**src/rtl/bof_range_write_arbiter.sv**
```systemverilog
// bof_range_write_arbiter: shares the overflow-range buffer's single write port
// among NUM_REQ range producers. Requests are granted round-robin, queued in a
// small FIFO and drained one write per slot, followed by a WRITE_GAP settle gap.
// A clear request sequences the buffer's user clear and flushes the queue.
// Optional build macro BOF_ARB_DEDUP_EN: a request repeating the last written
// range or the FIFO tail entry is accepted but not queued.
`timescale 1ns/1ps
module bof_range_write_arbiter #(
   parameter int NUM_REQ      = 2,
   parameter int FIFO_DEPTH   = 4,
   parameter int ADDR_W       = 32,
   parameter int WRITE_GAP    = 1,
   parameter int CLEAR_CYCLES = 2
) (
   input  logic                      clk_i,
   input  logic                      rst_ni,
   input  logic [NUM_REQ-1:0]        req_valid_i,
   output logic [NUM_REQ-1:0]        req_ready_o,
   input  logic [NUM_REQ*ADDR_W-1:0] req_first_i,
   input  logic [NUM_REQ*ADDR_W-1:0] req_last_i,
   input  logic                      clear_i,
   output logic                      buf_en_write_o,
   output logic [ADDR_W-1:0]         buf_addr_first_o,
   output logic [ADDR_W-1:0]         buf_addr_last_o,
   output logic                      buf_rst_us_o,
   output logic                      busy_o,
   output logic [15:0]               drop_cnt_o
);

   typedef enum logic [1:0] {IDLE, WRITE, GAP, CLEAR} state_t;

   localparam int RR_W    = (NUM_REQ > 1) ? $clog2(NUM_REQ) : 1;
   localparam int PTR_W   = $clog2(FIFO_DEPTH);
   localparam int CNT_MAX = (CLEAR_CYCLES > WRITE_GAP) ? CLEAR_CYCLES : WRITE_GAP;
   localparam int CNT_W   = $clog2(CNT_MAX + 1);

   state_t            state_q, state_d;
   logic [CNT_W-1:0]  cnt_q, cnt_d;
   logic [RR_W-1:0]   rr_q, grant_idx;
   logic              grant_any, can_push, xfer, bad_range, dup_hit, push, pop;
   logic [ADDR_W-1:0] sel_first, sel_last;
   logic [ADDR_W-1:0] fifo_first [FIFO_DEPTH];
   logic [ADDR_W-1:0] fifo_last  [FIFO_DEPTH];
   logic [PTR_W-1:0]  wr_ptr_q, rd_ptr_q;
   logic [PTR_W:0]    count_q;
   logic              fifo_empty, fifo_full;

   assign fifo_empty = (count_q == '0);
   assign fifo_full  = (count_q == (PTR_W+1)'(FIFO_DEPTH));

   // Pick the first valid requester at or after the round-robin pointer.
   always_comb begin
      int idx;
      idx       = 0;
      grant_any = 1'b0;
      grant_idx = '0;
      for (int off = 0; off < NUM_REQ; off++) begin
         idx = int'(rr_q) + off;
         if (idx >= NUM_REQ) idx = idx - NUM_REQ;
         if (!grant_any && req_valid_i[RR_W'(idx)]) begin
            grant_any = 1'b1;
            grant_idx = RR_W'(idx);
         end
      end
   end

   // A clear in flight or pending blocks new pushes, as does a full queue.
   assign can_push    = rst_ni && !fifo_full && (state_q != CLEAR) && !clear_i;
   assign xfer        = grant_any && can_push;
   assign req_ready_o = xfer ? (NUM_REQ'(1) << grant_idx) : '0;
   assign sel_first   = req_first_i[grant_idx*ADDR_W +: ADDR_W];
   assign sel_last    = req_last_i[grant_idx*ADDR_W +: ADDR_W];
   assign bad_range   = (sel_first > sel_last);
   assign push        = xfer && !bad_range && !dup_hit;
   assign pop         = (state_q == IDLE) && !fifo_empty && !clear_i;

`ifdef BOF_ARB_DEDUP_EN
   logic [ADDR_W-1:0] last_wr_first_q, last_wr_last_q;
   logic [PTR_W-1:0]  tail_ptr;

   assign tail_ptr = wr_ptr_q - 1'b1;
   assign dup_hit  = ((sel_first == last_wr_first_q) && (sel_last == last_wr_last_q)) ||
                     (!fifo_empty && (sel_first == fifo_first[tail_ptr]) &&
                      (sel_last == fifo_last[tail_ptr]));

   // Remember the range most recently strobed into the buffer; a clear forgets it.
   always_ff @(posedge clk_i or negedge rst_ni) begin
      if (!rst_ni) begin
         last_wr_first_q <= '0;
         last_wr_last_q  <= '0;
      end else if (clear_i) begin
         last_wr_first_q <= '0;
         last_wr_last_q  <= '0;
      end else if (buf_en_write_o) begin
         last_wr_first_q <= buf_addr_first_o;
         last_wr_last_q  <= buf_addr_last_o;
      end
   end
`else
   assign dup_hit = 1'b0;
`endif

   // Advance the round-robin pointer past whoever just transferred.
   always_ff @(posedge clk_i or negedge rst_ni) begin
      if (!rst_ni)
         rr_q <= '0;
      else if (xfer)
         rr_q <= (grant_idx == RR_W'(NUM_REQ - 1)) ? '0 : grant_idx + 1'b1;
   end

   // Queue pointers and occupancy; a clear empties the queue outright.
   always_ff @(posedge clk_i or negedge rst_ni) begin
      if (!rst_ni) begin
         wr_ptr_q <= '0;
         rd_ptr_q <= '0;
         count_q  <= '0;
      end else if (clear_i) begin
         wr_ptr_q <= '0;
         rd_ptr_q <= '0;
         count_q  <= '0;
      end else begin
         if (push) wr_ptr_q <= wr_ptr_q + 1'b1;
         if (pop)  rd_ptr_q <= rd_ptr_q + 1'b1;
         if (push && !pop)
            count_q <= count_q + 1'b1;
         else if (!push && pop)
            count_q <= count_q - 1'b1;
      end
   end

   // Queue storage needs no reset; occupancy alone decides what is live.
   always_ff @(posedge clk_i) begin
      if (push) begin
         fifo_first[wr_ptr_q] <= sel_first;
         fifo_last[wr_ptr_q]  <= sel_last;
      end
   end

   // Address outputs load on pop and hold their value otherwise.
   always_ff @(posedge clk_i or negedge rst_ni) begin
      if (!rst_ni) begin
         buf_addr_first_o <= '0;
         buf_addr_last_o  <= '0;
      end else if (pop) begin
         buf_addr_first_o <= fifo_first[rd_ptr_q];
         buf_addr_last_o  <= fifo_last[rd_ptr_q];
      end
   end

   // Count rejected (first > last) requests, sticking at the top value.
   always_ff @(posedge clk_i or negedge rst_ni) begin
      if (!rst_ni)
         drop_cnt_o <= '0;
      else if (xfer && bad_range && (drop_cnt_o != 16'hFFFF))
         drop_cnt_o <= drop_cnt_o + 16'd1;
   end

   // Write-slot sequencer state and its shared gap/clear counter.
   always_ff @(posedge clk_i or negedge rst_ni) begin
      if (!rst_ni) begin
         state_q <= IDLE;
         cnt_q   <= '0;
      end else begin
         state_q <= state_d;
         cnt_q   <= cnt_d;
      end
   end

   // Next state: pop -> write -> settle gap, with clear overriding everything.
   always_comb begin
      state_d = state_q;
      cnt_d   = cnt_q;
      case (state_q)
         IDLE: begin
            if (pop) state_d = WRITE;
         end
         WRITE: begin
            if (WRITE_GAP > 0) begin
               state_d = GAP;
               cnt_d   = '0;
            end else begin
               state_d = IDLE;
            end
         end
         GAP: begin
            if (cnt_q == CNT_W'(WRITE_GAP - 1)) state_d = IDLE;
            else                                 cnt_d   = cnt_q + 1'b1;
         end
         CLEAR: begin
            if (cnt_q == CNT_W'(CLEAR_CYCLES - 1)) state_d = IDLE;
            else                                    cnt_d   = cnt_q + 1'b1;
         end
         default: state_d = IDLE;
      endcase
      if (clear_i) begin
         state_d = CLEAR;
         cnt_d   = '0;
      end
   end

   assign buf_en_write_o = (state_q == WRITE) && !clear_i;
   assign buf_rst_us_o   = (state_q == CLEAR);
   assign busy_o         = !fifo_empty || (state_q != IDLE);

endmodule
```
**config.mk**
```make
export PLATFORM = sky130hd
export DESIGN_NAME = bof_range_write_arbiter
export DESIGN_NICKNAME = d
export VERILOG_FILES = /design/src/rtl/bof_range_write_arbiter.sv
export SDC_FILE = /design/constraint.sdc
export NUM_CORES = 1
export LEC_CHECK = 0
export ABC_AREA = 1
export CORE_UTILIZATION = 30
export CTS_BUF_LIST = sky130_fd_sc_hd__clkbuf_8
export CTS_CLUSTER_SIZE = 20
export DETAILED_ROUTE_END_ITERATION = 12
export PLACE_DENSITY = 0.6
export SETUP_SLACK_MARGIN = 0.4
export SLEW_MARGIN = 20
export SYNTH_ARGS = -nofsm -noshare
export SYNTH_HDL_FRONTEND = slang
export SYNTH_SLANG_ARGS = --single-unit
```
**constraint.sdc**
```tcl
create_clock -name clk_i -period 7.8 [get_ports clk_i]
set_input_delay 1.17 -clock clk_i [delete_from_list [all_inputs] [get_ports clk_i]]
set_output_delay 1.17 -clock clk_i [all_outputs]
set_load 0.02 [all_outputs]
```
==> run summary <==
Worst slew margin -> 28.42%
critical path arrival -> 5240 ps
area occupied by multi-input gates -> 0.004587 mm2
ranking of synthesized cells by area -> edfxtp_1 51%, dfrtp_1 15%, nand2_1 9.5%
M1 GR Usage -> 19.79%
Std-Cell Rows -> 82
# diodes -> 0
CTS sink count -> 348
Synth-to-Final Area Change -> 26.28%
worst r2r path cells -> 14
Worst Setup EP -> fifo_last[0][7]$_DFFE_PP_
DRC errors left -> 0
synth cell count leaders -> 384 x nand2_1, 256 x edfxtp_1, 172 x o21ai_0
Cells after Synth -> 1,435
min Tclk post-route -> 4978 ps
Core ar. -> 0.04997 mm2
Achievable Freq -> 0.2009 GHz
startpoint types -> primary input
CTS H-tree depth -> 2
Pwr Density -> 311.1 mW/mm2
Crit path required time -> 8060 ps
Worst Max-Slew Pin Slew -> 1074 ps
DR pass1 iterations -> 4
post-synth cell types -> 36
RR Endpoint -> fifo_last[0][7]$_DFFE_PP_
Lkg Pwr -> 7.551 nW
Setup Viol. Count Final -> 0
total grt overflow -> 0
sequential area share after synthesis -> 65.86%
number of flops mapped to enable cells by yosys -> 256
Final Max Tran Viols -> 0
Post-synth top flop -> edfxtp_1
fillers -> 4,904
warnings from Yosys -> 0
met2 Usage GRT -> 27.63%
Clock Pin Slew Worst Setup and Hold Paths -> 60 ps
Max clock buf depth -> 3
Hold Buf Count CTS -> 0
mean post-synth cell area -> 10.57 um2
DRT iter0 DRCs -> 565
CTS Buf Count -> 59
setup TNS -> 0 ps
vias per cell -> 4.643
Final WS setup -> 2822 ps
gr busiest metal -> met2
min-delay worst type -> flip-flop to flip-flop
ys async rst share -> 26.44%
M3 GR Usage -> 2.799%
post-place setup slack -> 2040 ps
post-synth top area share -> 50.68%
Die H -> 226.9 um
register area -> 0.009995 mm2
outcome -> finished, final reports clean
Final Hold Viols -> 0
die width -> 226.9 um
Setup CP Type -> primary input to flip-flop
Worst Path Max Fanout -> 64
most numerous cell in the Yosys netlist -> nand2_1
Setup Skew -> 26.45 ps
pin count of the biggest net entering global routing -> 77
die footprint -> 0.05146 mm2
nets -> 1,832
Tcrit/Tclk final -> 63.82%
Max-Cap Viols -> 0
# Post-CTS Setup Buffers -> 0
clock root cell -> clkbuf_8
initial antenna violation count -> 1
Port Buffers -> 216
Starting Density -> 30.36%
TritonCTS clock tree -> done
post-synthesis register bit count -> 348
Worst VDD drop -> 0.1323 mV
FF-to-FF setup slack -> 3520 ps
ANT nets after route -> 0
Clk Latency, worst-skew pair -> 640 ps
Final Wtd Congestion -> 0.8072
num ports -> 218
post-cts sizing count -> 0
Routed WL per cell -> 17.13 um
first-pass GRT wire length -> 61,590 um
Post-Synthesis Net Count -> 1,613
All-Layer GR Usage -> 15.87%
synthesized area -> 0.01517 mm2
CP startpoint -> req_valid_i[0]
fraction of layout cells with a size suffix above 1 -> 8.338%
final WL -> 40,690 um
RR Startpoint -> rr_q$_DFFE_PN0P_
Post-DP HPWL -> 24,870 um
RSZ-0062 raised after global routing -> no
vias -> 11,030
leading area contributor after synthesis -> edfxtp_1
CP Capture Type -> flip-flop
vias in the first global route -> 10,830
## metrics by stage
stage          util [%]  hold WS (ps)  instance area, um2  instances  power, mW
4_1_cts           38.34         475.9               19150       2375      6.049
6_report          38.34         469.3               19150       2375      5.960
3_5_place_dp      36.15         461.9               18060       2265      4.536
5_1_grt           38.34         494.5               19150       2375      6.341
2_1_floorplan         -         480.8               15170       1435      3.650
3_3_place_gp      36.15         458.2               18060       2265      4.490
## worst min path at each step
stage               cells past startpoint                             from  slack, ps                         endpoint
detailed placement                      2  buf_addr_last_o[14]$_DFFE_PN0P_        460  buf_addr_last_o[14]$_DFFE_PN0P_
global placement                        2  buf_addr_last_o[24]$_DFFE_PN0P_        460  buf_addr_last_o[24]$_DFFE_PN0P_
CTS                                     1                           rst_ni        480  buf_addr_last_o[10]$_DFFE_PN0P_
floorplan                               2                 rr_q$_DFFE_PN0P_        480                 rr_q$_DFFE_PN0P_
finish                                  2  buf_addr_last_o[16]$_DFFE_PN0P_        470  buf_addr_last_o[16]$_DFFE_PN0P_
global route                            2  buf_addr_first_o[5]$_DFFE_PN0P_        490  buf_addr_first_o[5]$_DFFE_PN0P_
## area by class of cell
type	instances	area share [%]
sequential	348	52.18
multi-input combinational	927	23.95
timing repair buffer	228	12.01
clock buffer	63	4.527
tap	672	4.390
inverter	90	1.790
clock inverter	47	1.163
## power breakdown
part | internal, mW | total [mW] | switching (mW)
logic | 0.727 | 1.98 | 1.25
clock network | 0.751 | 1.50 | 0.745
registers | 2.32 | 2.49 | 0.172
## per-layer routing
metal  up-vias  share of wire [%]
li1       5328                  -
met1      5385                 44
met2       252                 49
met3        59                4.7
met4         2                2.1
met5         -              0.032
## cells by family after synthesis
group                      Yosys count  synth area share [%]
and+or+nand+nor                    602                 15.92
DFF                                348                 65.86
AOI/OAI and AO/OA                  267                 9.544
xor gates and xnor gates            13                0.7506
buffers and inverters              160                 4.166
adders and majority gates           45                 3.761
## sequential cells by signal (all words and copies together) (netlist names)
| signal | cells |
|---|---|
| drop_cnt_o | 16 |
| state_q | 2 |
| rr_q | 1 |
| rd_ptr_q | 2 |
| cnt_q | 2 |
| fifo_first | 128 |
| wr_ptr_q | 2 |
| fifo_last | 128 |
| count_q | 3 |
| buf_addr_last_o | 32 |
| buf_addr_first_o | 32 |
## critical path, stage by stage
cell and delay, ps:
clkdlybuf4s50_1 500, nand2_2 70, inv_2 750, or2_2 240, o21ai_0 210, ha_1 400
nand2_1 140, nor2_1 190, nand4_1 180, nor2_1 170, nand2_1 80, nand2_2 170
nand2_1 310, nor2_4 200, buf_12 400
## placed cells by master (no fill, tap or decap), types with 25 or more instances in the layout
cell type / netlist / final
clkdlybuf4s50_1: 0 / 215
inv_1: 88 / 101
o22ai_1: 64 / 64
dfrtp_1: 92 / 90
o21ai_0: 172 / 172
edfxtp_1: 256 / 256
clkbuf_8: 0 / 63
or2_2: 25 / 25
nand2_1: 384 / 383
ha_1: 44 / 44
nor2_1: 160 / 155
No activity file was read; power rests on OpenSTA's default activity.
